--- config.mk ---
export PLATFORM = sky130hd
export DESIGN_NAME = vga_mem_arbiter
export DESIGN_NICKNAME = d
export VERILOG_FILES = /design/src/rtl/vga_mem_pkg.sv /design/src/rtl/rd_tag_pipe.sv /design/src/rtl/vga_mem_arbiter.sv
export SDC_FILE = /design/constraint.sdc
export NUM_CORES = 1
export LEC_CHECK = 0
export CAP_MARGIN = 20
export CORE_UTILIZATION = 44
export CTS_CLUSTER_SIZE = 10
export DETAILED_ROUTE_END_ITERATION = 7
export DONT_BUFFER_PORTS = 1
export SLEW_MARGIN = 40
export SYNTH_ARGS = -nofsm -noshare
export SYNTH_HDL_FRONTEND = slang
export SYNTH_SLANG_ARGS = --single-unit
--- constraint.sdc ---
create_clock -name clk -period 2.1 [get_ports clk]
set_input_delay 0.21 -clock clk [delete_from_list [all_inputs] [get_ports clk]]
set_output_delay 0.21 -clock clk [all_outputs]
set_load 0.02 [all_outputs]
--- src/rtl/vga_mem_pkg.sv ---
// rtl/vga_mem_pkg.sv - shared types and defaults for the VGA/CPU memory arbiter
package vga_mem_pkg;

  localparam int DEF_ADDR_W = 16;
  localparam int DEF_DATA_W = 16;

  typedef enum logic [1:0] {
    OWN_NONE = 2'd0,
    OWN_VGA  = 2'd1,
    OWN_CPU  = 2'd2
  } owner_e;

  typedef enum logic {
    PRI_VGA = 1'b0,
    PRI_CPU = 1'b1
  } pri_e;

endpackage

--- src/rtl/rd_tag_pipe.sv ---
// rtl/rd_tag_pipe.sv - RD_LAT-deep shift register of read owner tags
module rd_tag_pipe
  import vga_mem_pkg::*;
#(
  parameter int RD_LAT = 1
) (
  input  logic   clk,
  input  logic   rst_n,
  input  owner_e tag_i,
  output owner_e tail_o
);

  owner_e pipe_q [RD_LAT];

  // Clearing the tags is what discards reads that are in flight at reset.
  always_ff @(posedge clk or negedge rst_n) begin
    if (!rst_n) begin
      for (int i = 0; i < RD_LAT; i++) pipe_q[i] <= OWN_NONE;
    end else begin
      pipe_q[0] <= tag_i;
      for (int i = 1; i < RD_LAT; i++) pipe_q[i] <= pipe_q[i-1];
    end
  end

  assign tail_o = pipe_q[RD_LAT-1];

endmodule

--- src/rtl/vga_mem_arbiter.sv ---
// rtl/vga_mem_arbiter.sv - VGA-priority memory port arbiter with CPU anti-starvation
// Optional stall/grant statistics when ARB_STATS_EN is defined.
module vga_mem_arbiter
  import vga_mem_pkg::*;
#(
  parameter int ADDR_W       = DEF_ADDR_W,
  parameter int DATA_W       = DEF_DATA_W,
  parameter int RD_LAT       = 1,
  parameter int CPU_MAX_WAIT = 4
) (
  input  logic              clk,
  input  logic              reset,
  input  logic              vga_req,
  input  logic [ADDR_W-1:0] vga_addr,
  output logic              vga_gnt,
  output logic              vga_rvalid,
  output logic [DATA_W-1:0] vga_rdata,
  input  logic              cpu_req,
  input  logic              cpu_we,
  input  logic [ADDR_W-1:0] cpu_addr,
  input  logic [DATA_W-1:0] cpu_wdata,
  output logic              cpu_gnt,
  output logic              cpu_rvalid,
  output logic [DATA_W-1:0] cpu_rdata,
  output logic              mem_en,
  output logic              mem_we,
  output logic [ADDR_W-1:0] mem_addr,
  output logic [DATA_W-1:0] mem_wdata,
  input  logic [DATA_W-1:0] mem_rdata
`ifdef ARB_STATS_EN
  ,
  output logic [15:0]       stat_cpu_stall,
  output logic [15:0]       stat_vga_gnt
`endif
);

  localparam logic [7:0] WAIT_LIM = 8'(CPU_MAX_WAIT - 1);

  pri_e              state_q;
  logic [7:0]        starve_q;
  logic              gnt_vga;
  logic              gnt_cpu;
  owner_e            tag_d;
  owner_e            tail;
  logic [DATA_W-1:0] vga_rdata_q;
  logic [DATA_W-1:0] cpu_rdata_q;

  // Grants are gated by reset so every output reads 0 while it is held.
  always_comb begin
    gnt_vga = 1'b0;
    gnt_cpu = 1'b0;
    if (reset) begin
      if (vga_req && cpu_req) begin
        gnt_cpu = (state_q == PRI_CPU);
        gnt_vga = (state_q == PRI_VGA);
      end else begin
        gnt_vga = vga_req;
        gnt_cpu = cpu_req;
      end
    end
  end

  always_ff @(posedge clk or negedge reset) begin
    if (!reset) begin
      state_q  <= PRI_VGA;
      starve_q <= 8'd0;
    end else begin
      case (state_q)
        PRI_VGA: begin
          if (gnt_cpu) begin
            starve_q <= 8'd0;
          end else if (cpu_req) begin
            if (starve_q == WAIT_LIM) begin
              state_q  <= PRI_CPU;
              starve_q <= 8'd0;
            end else begin
              starve_q <= starve_q + 8'd1;
            end
          end
        end
        PRI_CPU: begin
          starve_q <= 8'd0;
          if (gnt_cpu) state_q <= PRI_VGA;
        end
        default: state_q <= PRI_VGA;
      endcase
    end
  end

  assign vga_gnt   = gnt_vga;
  assign cpu_gnt   = gnt_cpu;
  assign mem_en    = gnt_vga | gnt_cpu;
  assign mem_we    = gnt_cpu & cpu_we;
  assign mem_addr  = gnt_vga ? vga_addr : (gnt_cpu ? cpu_addr : '0);
  assign mem_wdata = gnt_cpu ? cpu_wdata : '0;

  // CPU writes carry no tag: nothing comes back for them.
  always_comb begin
    tag_d = OWN_NONE;
    if (gnt_vga) tag_d = OWN_VGA;
    else if (gnt_cpu && !cpu_we) tag_d = OWN_CPU;
  end

  rd_tag_pipe #(
    .RD_LAT (RD_LAT)
  ) u_tag_pipe (
    .clk    (clk),
    .rst_n  (reset),
    .tag_i  (tag_d),
    .tail_o (tail)
  );

  assign vga_rvalid = (tail == OWN_VGA);
  assign cpu_rvalid = (tail == OWN_CPU);
  assign vga_rdata  = vga_rvalid ? mem_rdata : vga_rdata_q;
  assign cpu_rdata  = cpu_rvalid ? mem_rdata : cpu_rdata_q;

  always_ff @(posedge clk or negedge reset) begin
    if (!reset) begin
      vga_rdata_q <= '0;
      cpu_rdata_q <= '0;
    end else begin
      vga_rdata_q <= vga_rdata;
      cpu_rdata_q <= cpu_rdata;
    end
  end

`ifdef ARB_STATS_EN
  logic [15:0] stall_q;
  logic [15:0] vga_cnt_q;

  always_ff @(posedge clk or negedge reset) begin
    if (!reset) begin
      stall_q   <= 16'd0;
      vga_cnt_q <= 16'd0;
    end else begin
      if (cpu_req && !gnt_cpu && (stall_q != 16'hFFFF)) stall_q <= stall_q + 16'd1;
      if (gnt_vga) vga_cnt_q <= vga_cnt_q + 16'd1;
    end
  end

  assign stat_cpu_stall = stall_q;
  assign stat_vga_gnt   = vga_cnt_q;
`else
`endif

endmodule

==> flow_summary_export.csv <==
group,metric,value,unit
die,rows,24,
yosys,ys.flop_type,"dfrtp_1",
clock_tree,h-tree-depth,2,
clock_tree,clock_latency,0.28,ns
finish,layoutNonFillerInstCount,232,
run,maxCapViolations,0,
power_and_ir_drop,p_leak,0.979,nW
die,chipWidth,70.6,µm
global_route,grt_pass1_vias,1395,
timing,rsz0062_at_grt,"no",
yosys,yosysSeqAreaShare,52.0,%
critical_path,critical_path_class,"flop to output port",
yosys,ys_types,31,
min_path,hold_class,"primary input to flop",
finish,finalNetCount,251,
critical_path,crit_required,1.89,ns
timing,hold_viol,0,
clock_tree,cts-root-buf,"clkbuf_8",
routing,drc_errors,13,
die,die_area,4980,µm²
routing,viasPerCell,5.94,
timing,min_period,1.93,ns
placed_design,dpl_cell_area,2140,µm²
yosys,yosys-top-cells-area,"dfrtp_1 (52%), mux2_2 (17%), a22o_1 (6.8%), and2_1 (5.1%), nand2b_1 (1.8%)",
yosys,syn-num-nets,244,
clock_tree,cts_sinks,43,
finish,drive_gt1_share,29.4,%
critical_path,worstSetupStartpointType,"flop",
placed_design,port_buffers,0,
yosys,ys_warn_count,0,
die,io_pins,139,
critical_path,cp_cell_sequence,"inv_1 > a21o_1 > clkinvlp_4 > buf_4 > and2_1",
yosys,netlist_instances,173,
timing,period_share,91.8,%
routing,drt-pass1-iter-count,6,
clock_tree,postCtsSetupBuffers,0,
placed_design,hpwl,3.50,mm
yosys,ys_seq_elements,43,
routing,drtIter0Drc,44,
die,die_h,70.6,µm
die,core_area,4440,µm²
critical_path,crit_fanout,23,
timing,finalSetupViolations,0,
critical_path,slowest_stage,"dfrtp_1",
finish,area_growth_syn_to_layout,10.8,%
critical_path,max_stage_delay,0.38,ns
die,start_util,46.5,%
timing,worstMarginPinSlew,0.450,ns
global_route,antenna_found_initial,0,
yosys,syn_avg_cell_area,12.0,µm²
finish,antenna_cells,0,
finish,fin_area,2290,µm²
timing,fin_setup_tns,0,ns
routing,vias,1378,
yosys,async_flop_share,100,%
yosys,syn_area,2070,µm²
routing,wl,4.65,mm
run_status,status,"finished with violations",
clock_tree,cts_tree,"done",
clock_tree,numCtsBuffers,5,
global_route,grt-ovfl-total,0,
clock_tree,clock_path_buffers,2,
run_status,violations,"design-rule violations",
yosys,yosysTopAreaCell,"dfrtp_1",
timing,drv_slew,0,
placed_design,placedCellCount,221,
routing,antenna_left,0,
yosys,synth.top_cell.area_share,52.0,%
timing,fin_skew,0.00307,ns
global_route,grt_usage,19.5,%
timing,fmax,519,MHz
routing,wire_per_inst,20.0,µm
timing,timing.slew.headroom,69.9,%
critical_path,end_kind,"output port",
placed_design,place.gp.congestion,0.692,
yosys,synth_edf_count,0,
power_and_ir_drop,peakVddDrop,0.000394,V
power_and_ir_drop,power_density,1230,nW/µm²
critical_path,cp.arrival,1.72,ns
global_route,grt_pass1_wl,7.35,mm
clock_tree,path_clk_slew,0.07,ns
global_route,grt_max_degree,44,
## flip-flops by register name (all words and copies together), names as in the netlist
register	cells
cpu_rdata_q	16
vga_rdata_q	16
starve_q	8
u_tag_pipe.tail_o	2
state_q	1
## worst paths after layout
kind	start	end	slack [ns]	cells after the start
min in group asynchronous	reset	vga_rdata_q[7]	0.39	2
max reg2reg	starve_q[5]	starve_q[4]	0.42	4
max in group asynchronous	reset	vga_rdata_q[11]	1.51	2
min	cpu_req	starve_q[4]	0.02	1
min reg2reg	state_q	starve_q[2]	0.56	3
max	state_q	mem_wdata[1]	0.17	5
## worst max-delay path, delay by kind of cell (launching register included)
family / cells / cell delay, ns
buf+inv: 3 / 0.65
flops: 1 / 0.38
simple gates: 1 / 0.23
compound gates: 1 / 0.17
## per-stage QoR
step	hold slack (ns)	utilization (%)	setup WS [ns]	total power (W)
final	0.0203	51.6	0.173	0.00283
after global routing	0.0114	51.6	0.0212	0.00301
after CTS	0.0126	51.3	0.0346	0.00286
after detailed placement	-0.0848	48.2	0.362	0.00233
after global placement	-0.0848	48.2	0.421	0.00229
after floorplan	-0.0856	-	0.421	0.00215
## power by group
group	total [W]	leakage (nW)	internal, W	switching (W)
Combinational	0.00110	0.408	0.000354	0.000749
Clock	0.000505	0.0470	0.000258	0.000247
Sequential	0.00122	0.524	0.00111	0.000111
## synthesized netlist by cell type, types with 2 or more instances
| master | instances |
|---|---|
| dfrtp_1 | 43 |
| clkbuf_1 | 5 |
| nor3_1 | 2 |
| nand2b_1 | 6 |
| a22o_1 | 16 |
| ha_1 | 2 |
| a31oi_1 | 2 |
| nand4_1 | 3 |
| o211ai_1 | 2 |
| and2_1 | 17 |
| buf_2 | 6 |
| nor2_1 | 5 |
| a21oi_1 | 4 |
| mux2_2 | 32 |
| a211oi_1 | 3 |
| nand3_1 | 4 |
| nand2_1 | 5 |
| xnor2_1 | 2 |
| inv_1 | 2 |
## layout make-up
type                    count  area (µm²)
repair buffers             12         110
clock buffers               6        82.6
inverters                   3        15.0
flip-flops and latches     43        1080
clock inverters             1        5.00
well taps                  52        65.1
fillers                   393        2150
multi-input cells         115         938
## cell usage in the layout, fill, tap and decap left out, drive strengths merged
master	synthesis	layout
a31oi	2	2
xor2	1	1
nor2b	1	1
buf	7	9
inv	2	2
nand3	4	4
nand4b	1	1
ha	2	2
dlygate4sd3	0	3
mux2	32	32
nor3	2	2
or4	1	1
nor2	5	5
a211oi	3	3
clkbuf	5	6
o32ai	1	1
o211ai	2	2
o21a	1	1
a21oi	4	4
xnor2	2	2
nand4	3	3
and2	17	17
a21o	1	1
or3	1	1
nand2	5	5
clkinvlp	0	1
clkinv	1	1
or2	1	1
dfrtp	43	43
nand2b	6	6
a22o	16	16
o2111ai	1	1
## metal layers
metal | track usage, % | vias up | wire length [µm]
met2 | 29.3 | 56 | 2240
met5 | 0 | - | 0
met4 | 5.33 | 0 | 45
li1 | - | 635 | -
met3 | 12.4 | 5 | 645
met1 | 23.5 | 682 | 1710
## timing repair
item	in CTS	in global routing
endpoints found under the hold margin	46	0
hold buffers	4	0
resized for setup	0	2
endpoints found under the setup margin	0	34
## kinds of logic after synthesis
| family | after synthesis | share of synthesized area, % |
|---|---|---|
| AND/OR/NAND/NOR | 47 | 13.1 |
| flip-flops | 43 | 52.0 |
| multiplexers | 32 | 17.4 |
| AO/OA/AOI/OAI | 31 | 11.7 |
| buffers and inverters | 15 | 3.27 |
| XOR/XNOR | 3 | 1.27 |
| adder cells (fa/ha/maj) | 2 | 1.21 |
No activity file was read; power rests on OpenSTA's default activity.
